### config.mk
export PLATFORM = sky130hd
export DESIGN_NAME = unified_mem_arbiter
export DESIGN_NICKNAME = d
export VERILOG_FILES = /design/src/rtl/unified_mem_arbiter.sv
export SDC_FILE = /design/constraint.sdc
export NUM_CORES = 1
export LEC_CHECK = 0
export ABC_AREA = 1
export CORE_UTILIZATION = 28
export CTS_BUF_LIST = sky130_fd_sc_hd__clkbuf_4
export DETAILED_ROUTE_END_ITERATION = 12
export PLACE_DENSITY = 0.84
export SLEW_MARGIN = 20
export SYNTH_ARGS = -nofsm -noshare
export SYNTH_HDL_FRONTEND = slang
export SYNTH_SLANG_ARGS = --single-unit
### constraint.sdc
create_clock -name clk -period 2 [get_ports clk]
set_input_delay 0.3 -clock clk [delete_from_list [all_inputs] [get_ports clk]]
set_output_delay 0.3 -clock clk [all_outputs]
set_load 0.01 [all_outputs]
### src/rtl/unified_mem_arbiter.sv
// Arbitrates the single unified memory port between instruction fetch and the
// load/store unit, with a req/ack handshake, load extension and access checks.
module unified_mem_arbiter #(
  parameter int unsigned ADDR_W      = 12,
  parameter int unsigned DATA_BASE   = 128,
  parameter int unsigned MAX_D_BURST = 4
) (
  input  logic              clk,
  input  logic              rst_n,
  input  logic              if_req,
  input  logic [ADDR_W-1:0] if_addr,
  output logic              if_ack,
  output logic [31:0]       if_rdata,
  input  logic              d_req,
  input  logic              d_we,
  input  logic [2:0]        d_func3,
  input  logic [ADDR_W-1:0] d_addr,
  input  logic [31:0]       d_wdata,
  output logic              d_ack,
  output logic [31:0]       d_rdata,
  output logic              d_err,
  output logic              mem_en,
  output logic              mem_we,
  output logic [2:0]        mem_func3,
  output logic [ADDR_W-1:0] mem_addr,
  output logic [31:0]       mem_wdata,
  input  logic [31:0]       mem_rdata
);
  localparam int unsigned CntW   = $clog2(MAX_D_BURST + 1);
  localparam int unsigned WideW  = ADDR_W + 1;
  localparam logic [2:0]  F3Word = 3'b010;

  typedef enum logic [1:0] {StIdle, StRespI, StRespD} state_e;

  state_e          state_q;
  logic [CntW-1:0] burst_q;
  logic            err_q;
  logic            we_q;
  logic [2:0]      func3_q;

  logic             grant_i;
  logic             grant_d;
  logic             burst_full;
  logic             func3_bad;
  logic             range_bad;
  logic             d_bad;
  logic [WideW-1:0] d_phys;
  logic [WideW-1:0] d_end;

  assign burst_full = (burst_q == CntW'(MAX_D_BURST));

  // One extra bit so a word running past the top of memory is visible.
  assign d_phys    = {1'b0, d_addr} + WideW'(DATA_BASE);
  assign d_end     = d_phys + WideW'(3);
  assign range_bad = d_end[ADDR_W];
  assign func3_bad = d_we ? (d_func3 > F3Word)
                          : (d_func3 inside {3'b011, 3'b110, 3'b111});
  assign d_bad     = func3_bad | range_bad;

  // Gating with rst_n keeps the memory port quiet while reset is held.
  always_comb begin
    grant_i = 1'b0;
    grant_d = 1'b0;
    if (rst_n && (state_q == StIdle)) begin
      if (d_req && !(if_req && burst_full)) begin
        grant_d = 1'b1;
      end else if (if_req) begin
        grant_i = 1'b1;
      end
    end
  end

  always_comb begin
    mem_en    = 1'b0;
    mem_we    = 1'b0;
    mem_func3 = 3'b000;
    mem_addr  = '0;
    mem_wdata = '0;
    if (grant_i) begin
      mem_en    = 1'b1;
      mem_func3 = F3Word;
      mem_addr  = if_addr;
    end else if (grant_d && !d_bad) begin
      mem_en    = 1'b1;
      mem_we    = d_we;
      mem_func3 = d_we ? d_func3 : F3Word;
      mem_addr  = d_phys[ADDR_W-1:0];
      mem_wdata = d_wdata;
    end
  end

  assign if_ack   = (state_q == StRespI);
  assign if_rdata = if_ack ? mem_rdata : '0;
  assign d_ack    = (state_q == StRespD);
  assign d_err    = d_ack & err_q;

  always_comb begin
    d_rdata = '0;
    if (d_ack && !err_q && !we_q) begin
      case (func3_q)
        3'b000:  d_rdata = {{24{mem_rdata[7]}}, mem_rdata[7:0]};
        3'b001:  d_rdata = {{16{mem_rdata[15]}}, mem_rdata[15:0]};
        3'b010:  d_rdata = mem_rdata;
        3'b100:  d_rdata = {24'b0, mem_rdata[7:0]};
        3'b101:  d_rdata = {16'b0, mem_rdata[15:0]};
        default: d_rdata = '0;
      endcase
    end
  end

  always_ff @(posedge clk or negedge rst_n) begin
    if (!rst_n) begin
      state_q <= StIdle;
      burst_q <= '0;
      err_q   <= 1'b0;
      we_q    <= 1'b0;
      func3_q <= 3'b000;
    end else begin
      unique case (state_q)
        StIdle: begin
          if (grant_i) begin
            state_q <= StRespI;
            burst_q <= '0;
          end else if (grant_d) begin
            state_q <= StRespD;
            err_q   <= d_bad;
            we_q    <= d_we;
            func3_q <= d_func3;
            // Only D grants that made IF wait count toward the burst limit.
            if (!if_req) begin
              burst_q <= '0;
            end else if (!burst_full) begin
              burst_q <= burst_q + CntW'(1);
            end
          end else begin
            burst_q <= '0;
          end
        end
        default: state_q <= StIdle;
      endcase
    end
  end

endmodule

# Word-level counts from Yosys, hierarchy flattened
# Cells that the tools add are included.
[totals]
register_bits = 10
inputBits = 96
out_inout_bits = 116
elab_cells = 66
[classes]
add_sub_neg = 3
magnitude_cmp = 1
n_eq_ne = 12
mux = 27
bitwise = 3
n_reduce_logical = 15
[ops]
columns = ["cell", "n"]
rows = [
  ["32-bit one-hot mux with 5 select lines", 1],
  ["32-bit two-way mux", 4],
  ["12-bit two-way mux", 2],
  ["3-bit two-way mux", 7],
  ["3-bit equality test, second input constant", 5],
  ["12-bit by 8-bit adder with 13-bit output, second input constant", 1],
  ["13-bit by 2-bit adder with 13-bit output, second input constant", 1],
  ["1-bit two-way mux", 10],
  ["3-bit by 2-bit equality test with 1-bit output, second input constant", 2],
  ["1-bit logical AND", 6],
  ["2-bit two-way mux", 3],
  ["1-bit logical NOT", 4],
  ["4-bit inequality test, second input constant", 1],
  ["3-bit by 1-bit adder with 3-bit output, second input constant", 1],
  ["3-bit by 1-bit equality test with 1-bit output, second input constant", 1],
  ["3-bit by 2-bit > comparator with 1-bit output, second input constant", 1],
  ["3-bit logical NOT", 1],
  ["3-bit inequality test, second input constant", 1],
  ["3-bit AND reduction", 1],
  ["3-bit nonzero test", 1],
  ["2-bit by 1-bit equality test with 1-bit output, second input constant", 1],
  ["2-bit equality test, second input constant", 1],
  ["2-bit logical NOT", 1],
  ["2-bit AND reduction", 1],
  ["other kinds (3)", 3],
]

# Depth between registers and ports, before layout
[logic_depth]
word_depth = 9
ltp_mapped = 10
depth_no_buf = 9

# Worst setup path after synthesis
# No wires, ideal clock.
[synth_timing]
kind = "reg-to-output"
from = "register burst_q[0]"
to = "output mem_wdata[10]"
arrival_ps = 1517
required_ps = 1700
path_slack_ps = 183
path_stages_with_launch = 9
n_path_buf = 1
path_cell_list = "dfrtp_1 -> inv_1 -> ha_1 -> nand3_1 -> nand2_1 -> nor3_4 -> nand2_4 -> buf_6 -> nor2_1"
[synth_via]
elab_chain_cells = 9
word_cells_on_any_way = 11
cone_classes = "eq/ne: 1; mux: 6; reduce/logical: 4"
[synth_lines]
columns = ["element", "line_no", "source"]
rows = [
  ["from (decl)", "36", "logic [CntW-1:0] burst_q;"],
  ["from (signal assigned)", "133", "burst_q <= burst_q + CntW'(1);"],
  ["3-bit equality test *", "50", "assign burst_full = (burst_q == CntW'(MAX_D_BURST));"],
  ["1-bit logical AND *", "65", "if (d_req && !(if_req && burst_full)) begin"],
  ["1-bit logical NOT *", "65", ""],
  ["1-bit logical AND *", "65", ""],
  ["1-bit two-way mux", "65", ""],
  ["1-bit two-way mux", "64", "if (rst_n && (state_q == StIdle)) begin"],
  ["1-bit logical AND", "83", "end else if (grant_d && !d_bad) begin"],
  ["32-bit two-way mux", "83", ""],
  ["32-bit two-way mux *", "79", "if (grant_i) begin"],
  ["to (decl)", "26", "output logic [31:0] mem_wdata,"],
]
# Every way passes the cells marked *; elsewhere a longest branch is shown, timed or not.

# Final worst setup path
[layout_timing]
from = "register state_q[0]"
to = "output mem_wdata[3]"
[layout_via]
elab_chain_cells = 6
word_cells_on_any_way = 7
cone_classes = "mux: 4; reduce/logical: 3"
[layout_lines]
columns = ["element", "line_no", "source"]
rows = [
  ["from (decl)", "35", "state_e state_q;"],
  ["from (signal assigned)", "113", "state_q <= StIdle;"],
  ["from (signal assigned)", "122", "state_q <= StRespI;"],
  ["from (signal assigned)", "125", "state_q <= StRespD;"],
  ["2-bit logical NOT *", "64", ""],
  ["1-bit logical AND *", "64", ""],
  ["1-bit two-way mux", "64", ""],
  ["1-bit logical AND", "83", ""],
  ["32-bit two-way mux", "83", ""],
  ["32-bit two-way mux *", "79", ""],
]
# Marked as above.

==> run summary <==
The flow ran to the end, but the final reports show violations. The checks that failed: negative setup slack. The die covers 0.00671 mm^2.

The area added between synthesis and finish was 164%; the mean instance size in the synthesized netlist was 5.07 um^2. Of the cells placed in the final design, the portion with a size suffix greater than 1 is 44.7%. In this run the worst path has a maximum fanout of 5.

Sequential elements use 14.0% of the synthesized area. The tools report the initial core utilization as 29.7%. Flip-flop and latch count after synthesis: 10.

The timing startpoint of the critical path was state_q[0]$_DFFE_PN0P_. Data on the critical path is required at its endpoint by 1700 ps. Buffer type at the clock tree root: sky130_fd_sc_hd__clkbuf_4.

Worst-case vdd ir drop: 0.185 mV. The routed wirelength normalized by instance count is 14.6 um. The tools report the category of the worst setup path capture point as a primary output. The number of cells on the worst reg-to-reg path is 9. Number of slew-limit violations in the final report: 0. The final-report hold violation count is 0, and the number of global-route vias before repair is 3001.

At the end of routability-driven placement, the weighted congestion stood at 0.826. The die is 81.9 um tall. The combined flip-flop and latch cell area is 251 um^2.

Summed over all failing endpoints, the final setup total negative slack is -9030 ps. The worst-case clock buffer depth was 2. For the post-detailed-placement half-perimeter wirelength, the log shows 6600 um. TritonCTS built the clock tree. Timing would allow up to 445 MHz. Final hold analysis gives a worst-case slack of 441 ps.

The share of synthesized area in the top cell type comes to 20.8%. Across the run, the number of max-cap violations was 0. The layout filler cell count came out at 430.

The quantity of I/O buffers inserted on ports is 210. The tools report the all-layer global routing usage as 25.6%. The number of DRC violations after detailed-routing iteration 0 was 82; the largest clock skew in the final design was 1.32 ps.

The number of clock sinks came out at 10. After layout, the minimum clock period comes to 2250 ps. For this run the aggregate overflow at the end of global routing stands at 0. After clock tree synthesis, the flow added hold-fix buffers numbering 0. The critical-path cell with the highest stage delay was sky130_fd_sc_hd__dfrtp_1. The core outline area is 0.00603 mm^2, and the leakage power summed over all cells is 2.72 nW. The startpoint identified for the worst register-to-register timing path is burst_q[0]$_DFFE_PN0P_. The part of the cycle the worst path needs is 112%. The via-per-instance ratio is 4.68. OpenSTA, run right after detailed placement, puts the worst setup slack at -712 ps. The first global-routing pass estimated 13400 um of wire. For the worst setup path, the data arrival time is 1950 ps. Counting the buffers created by CTS gives 3.

The kind of cell with the highest combined delay along the critical path is simple AND/OR/NAND/NOR gates. Traced cell by cell, the critical path runs through buf_4, nor2_4, nand2_4, nor3_4, buf_6, buf_12, nand2_8, nor2_4, buf_6. The worst setup path is of the register to primary output kind. Clock-pin slew was measured on the worst setup and hold paths at 70 ps. For this design the top-level I/O count stands at 212. The number of nets in the synthesized netlist is 452.

The count of antenna diodes in the layout was 0; the maximum cell stage delay along the critical path was 370 ps. The first detailed-routing pass ran for 5 iterations. Entering global routing, the biggest net connects 33 pins. The final layout contains routed wiring with a total length of 10300 um. In this run the cell area measured after placement is 0.00423 mm^2. For the residual DRC count, the log shows 0.

Clock latency on the worst-skew pair, taken at its later pin, is 270 ps. The combined buffer and inverter count along the critical path is 4. Setup repair after global routing could not meet its margin everywhere. For the total number of H-tree levels, the log shows 1.

The count of distinct cell types in the synthesized netlist is 26. The count of nets left with antenna violations once routing finished came out at 0. The most frequent cell after synthesis was sky130_fd_sc_hd__inv_1. The top flip-flop cell by instance count after synthesis is sky130_fd_sc_hd__dfrtp_1. Cell type with the highest aggregate area in the netlist: sky130_fd_sc_hd__inv_1.

The worst setup path is launched from a register. Die boundary width: 81.9 um. Dividing total power by cell area gives a power density of 289 mW/mm^2. The tools report the cell row count as 28. With fillers left out, the area of the finished cells amounts to 0.00473 mm^2. Worst min-delay path category: input port to asynchronous set/reset pin.

In the post-synthesis netlist, the biggest area contributors are sky130_fd_sc_hd__inv_1 21%, sky130_fd_sc_hd__nor2_1 16%, sky130_fd_sc_hd__nand2_1 14%. The setup check on the worst reg-to-reg path leaves a slack of 390 ps. Number of nets in the layout: 735. The commonest cells after synthesis are 99 x sky130_fd_sc_hd__inv_1, 76 x sky130_fd_sc_hd__nor2_1, 68 x sky130_fd_sc_hd__nand2_1, 23 x sky130_fd_sc_hd__o21ai_0, 19 x sky130_fd_sc_hd__nand3_1. Setup violations remaining at the end of the flow were counted as 53. For the number of antenna violations at the first check in global routing, the log shows 0.

Yosys printed 0 warnings. The final route contains 3323 vias. The post-synthesis instance area came out at 0.00179 mm^2. Counting flops with an async set or reset pin after synthesis yields a share of 100%. Synthesis produced a netlist whose cell count is 353.

The endpoint identified for the worst register-to-register timing path is burst_q[0]$_DFFE_PN0P_. In the final layout, the multi-input gates occupy 0.00149 mm^2. The worst-case setup margin in the final layout was -246 ps; the number of enable-type register cells in the synthesized netlist was 0.
==> cell usage in the layout (no fill, tap or decap), drive strengths merged <==
cell             n
buf            142
inv            101
nor2            92
clkdlybuf4s50   90
nand2           74
clkbuf          51
o21ai           24
nand3           20
a21oi           11
dfrtp           10
nor3             5
dlygate4sd2      4
ha               3
xor2             2
clkdlybuf4s15    2
xnor2            1
conb             1
clkinv           1
dlymetal6s2s     1
==> state kept, by name, summed over array words and instances (netlist names) <==
register / cells
err_q: 1
we_q: 1
burst_q: 3
func3_q: 3
state_q: 2
==> logic make-up after synthesis <==
family,count (synthesis),synth area share (%)
other,1,0.210
adder cells (fa/ha/maj),3,2.10
XOR/XNOR,3,1.47
AO/OA/AOI/OAI,35,10.4
flip-flops,10,14.0
AND/OR/NAND/NOR,187,45.7
buffers and inverters,114,26.2
==> layout make-up <==
| type | count | area share [%] |
|---|---|---|
| well taps | 75 | 1.98 |
| flip-flops and latches | 10 | 5.32 |
| inverters | 101 | 8.12 |
| repair buffers | 287 | 52.4 |
| multi-input cells | 233 | 31.6 |
| clock buffers | 3 | 0.476 |
| clock inverters | 1 | 0.0793 |
==> report_power, final <==
part	internal (W)	total (W)	switching, W	leakage [nW]
clock network	0.0000723	0.000147	0.0000752	0.0154
logic	0.000506	0.000970	0.000463	2.58
registers	0.000225	0.000248	0.0000232	0.128
==> worst register-to-register path, delay by kind of cell (launching register included) <==
family          cells  cell delay [ps]
compound gates      1              100
fa+ha+maj           1              160
buf+inv             3              330
flops               1              360
simple gates        4              570
==> repair_timing <==
item / 4_1_cts / 5_1_grt
setup endpoints to repair: 113 / 113
buffers inserted: 25 / 12
gates resized for setup: 376 / 195
cloned: 4 / 1
pin swaps: 44 / 28
==> metal layers <==
metal	up-vias	global-route usage, %	wire length [um]
met5	-	0	0
met4	0	8.25	333
met3	29	6.67	819
met2	188	52.5	5820
met1	1520	24.1	3380
li1	1586	-	-
==> through the flow <==
step / std cells / power (W) / util, %
after global routing: 710 / 0.00145 / 78.5
after global placement: 664 / 0.000975 / 70.1
after floorplan: 353 / 0.000542 / -
after CTS: 697 / 0.00122 / 74.9
after detailed placement: 664 / 0.000996 / 70.1
final: 710 / 0.00136 / 78.5
==> worst max-delay path by stage <==
stage,depth (start not counted),to,slack (ps)
2_1_floorplan,8,mem_wdata[10],180
5_1_grt,10,mem_addr[6],-310
3_3_place_gp,10,mem_wdata[8],-660
3_5_place_dp,10,mem_wdata[3],-710
6_report,9,mem_wdata[3],-250
4_1_cts,11,mem_addr[5],-150
Power figures use the tool's default switching activity.
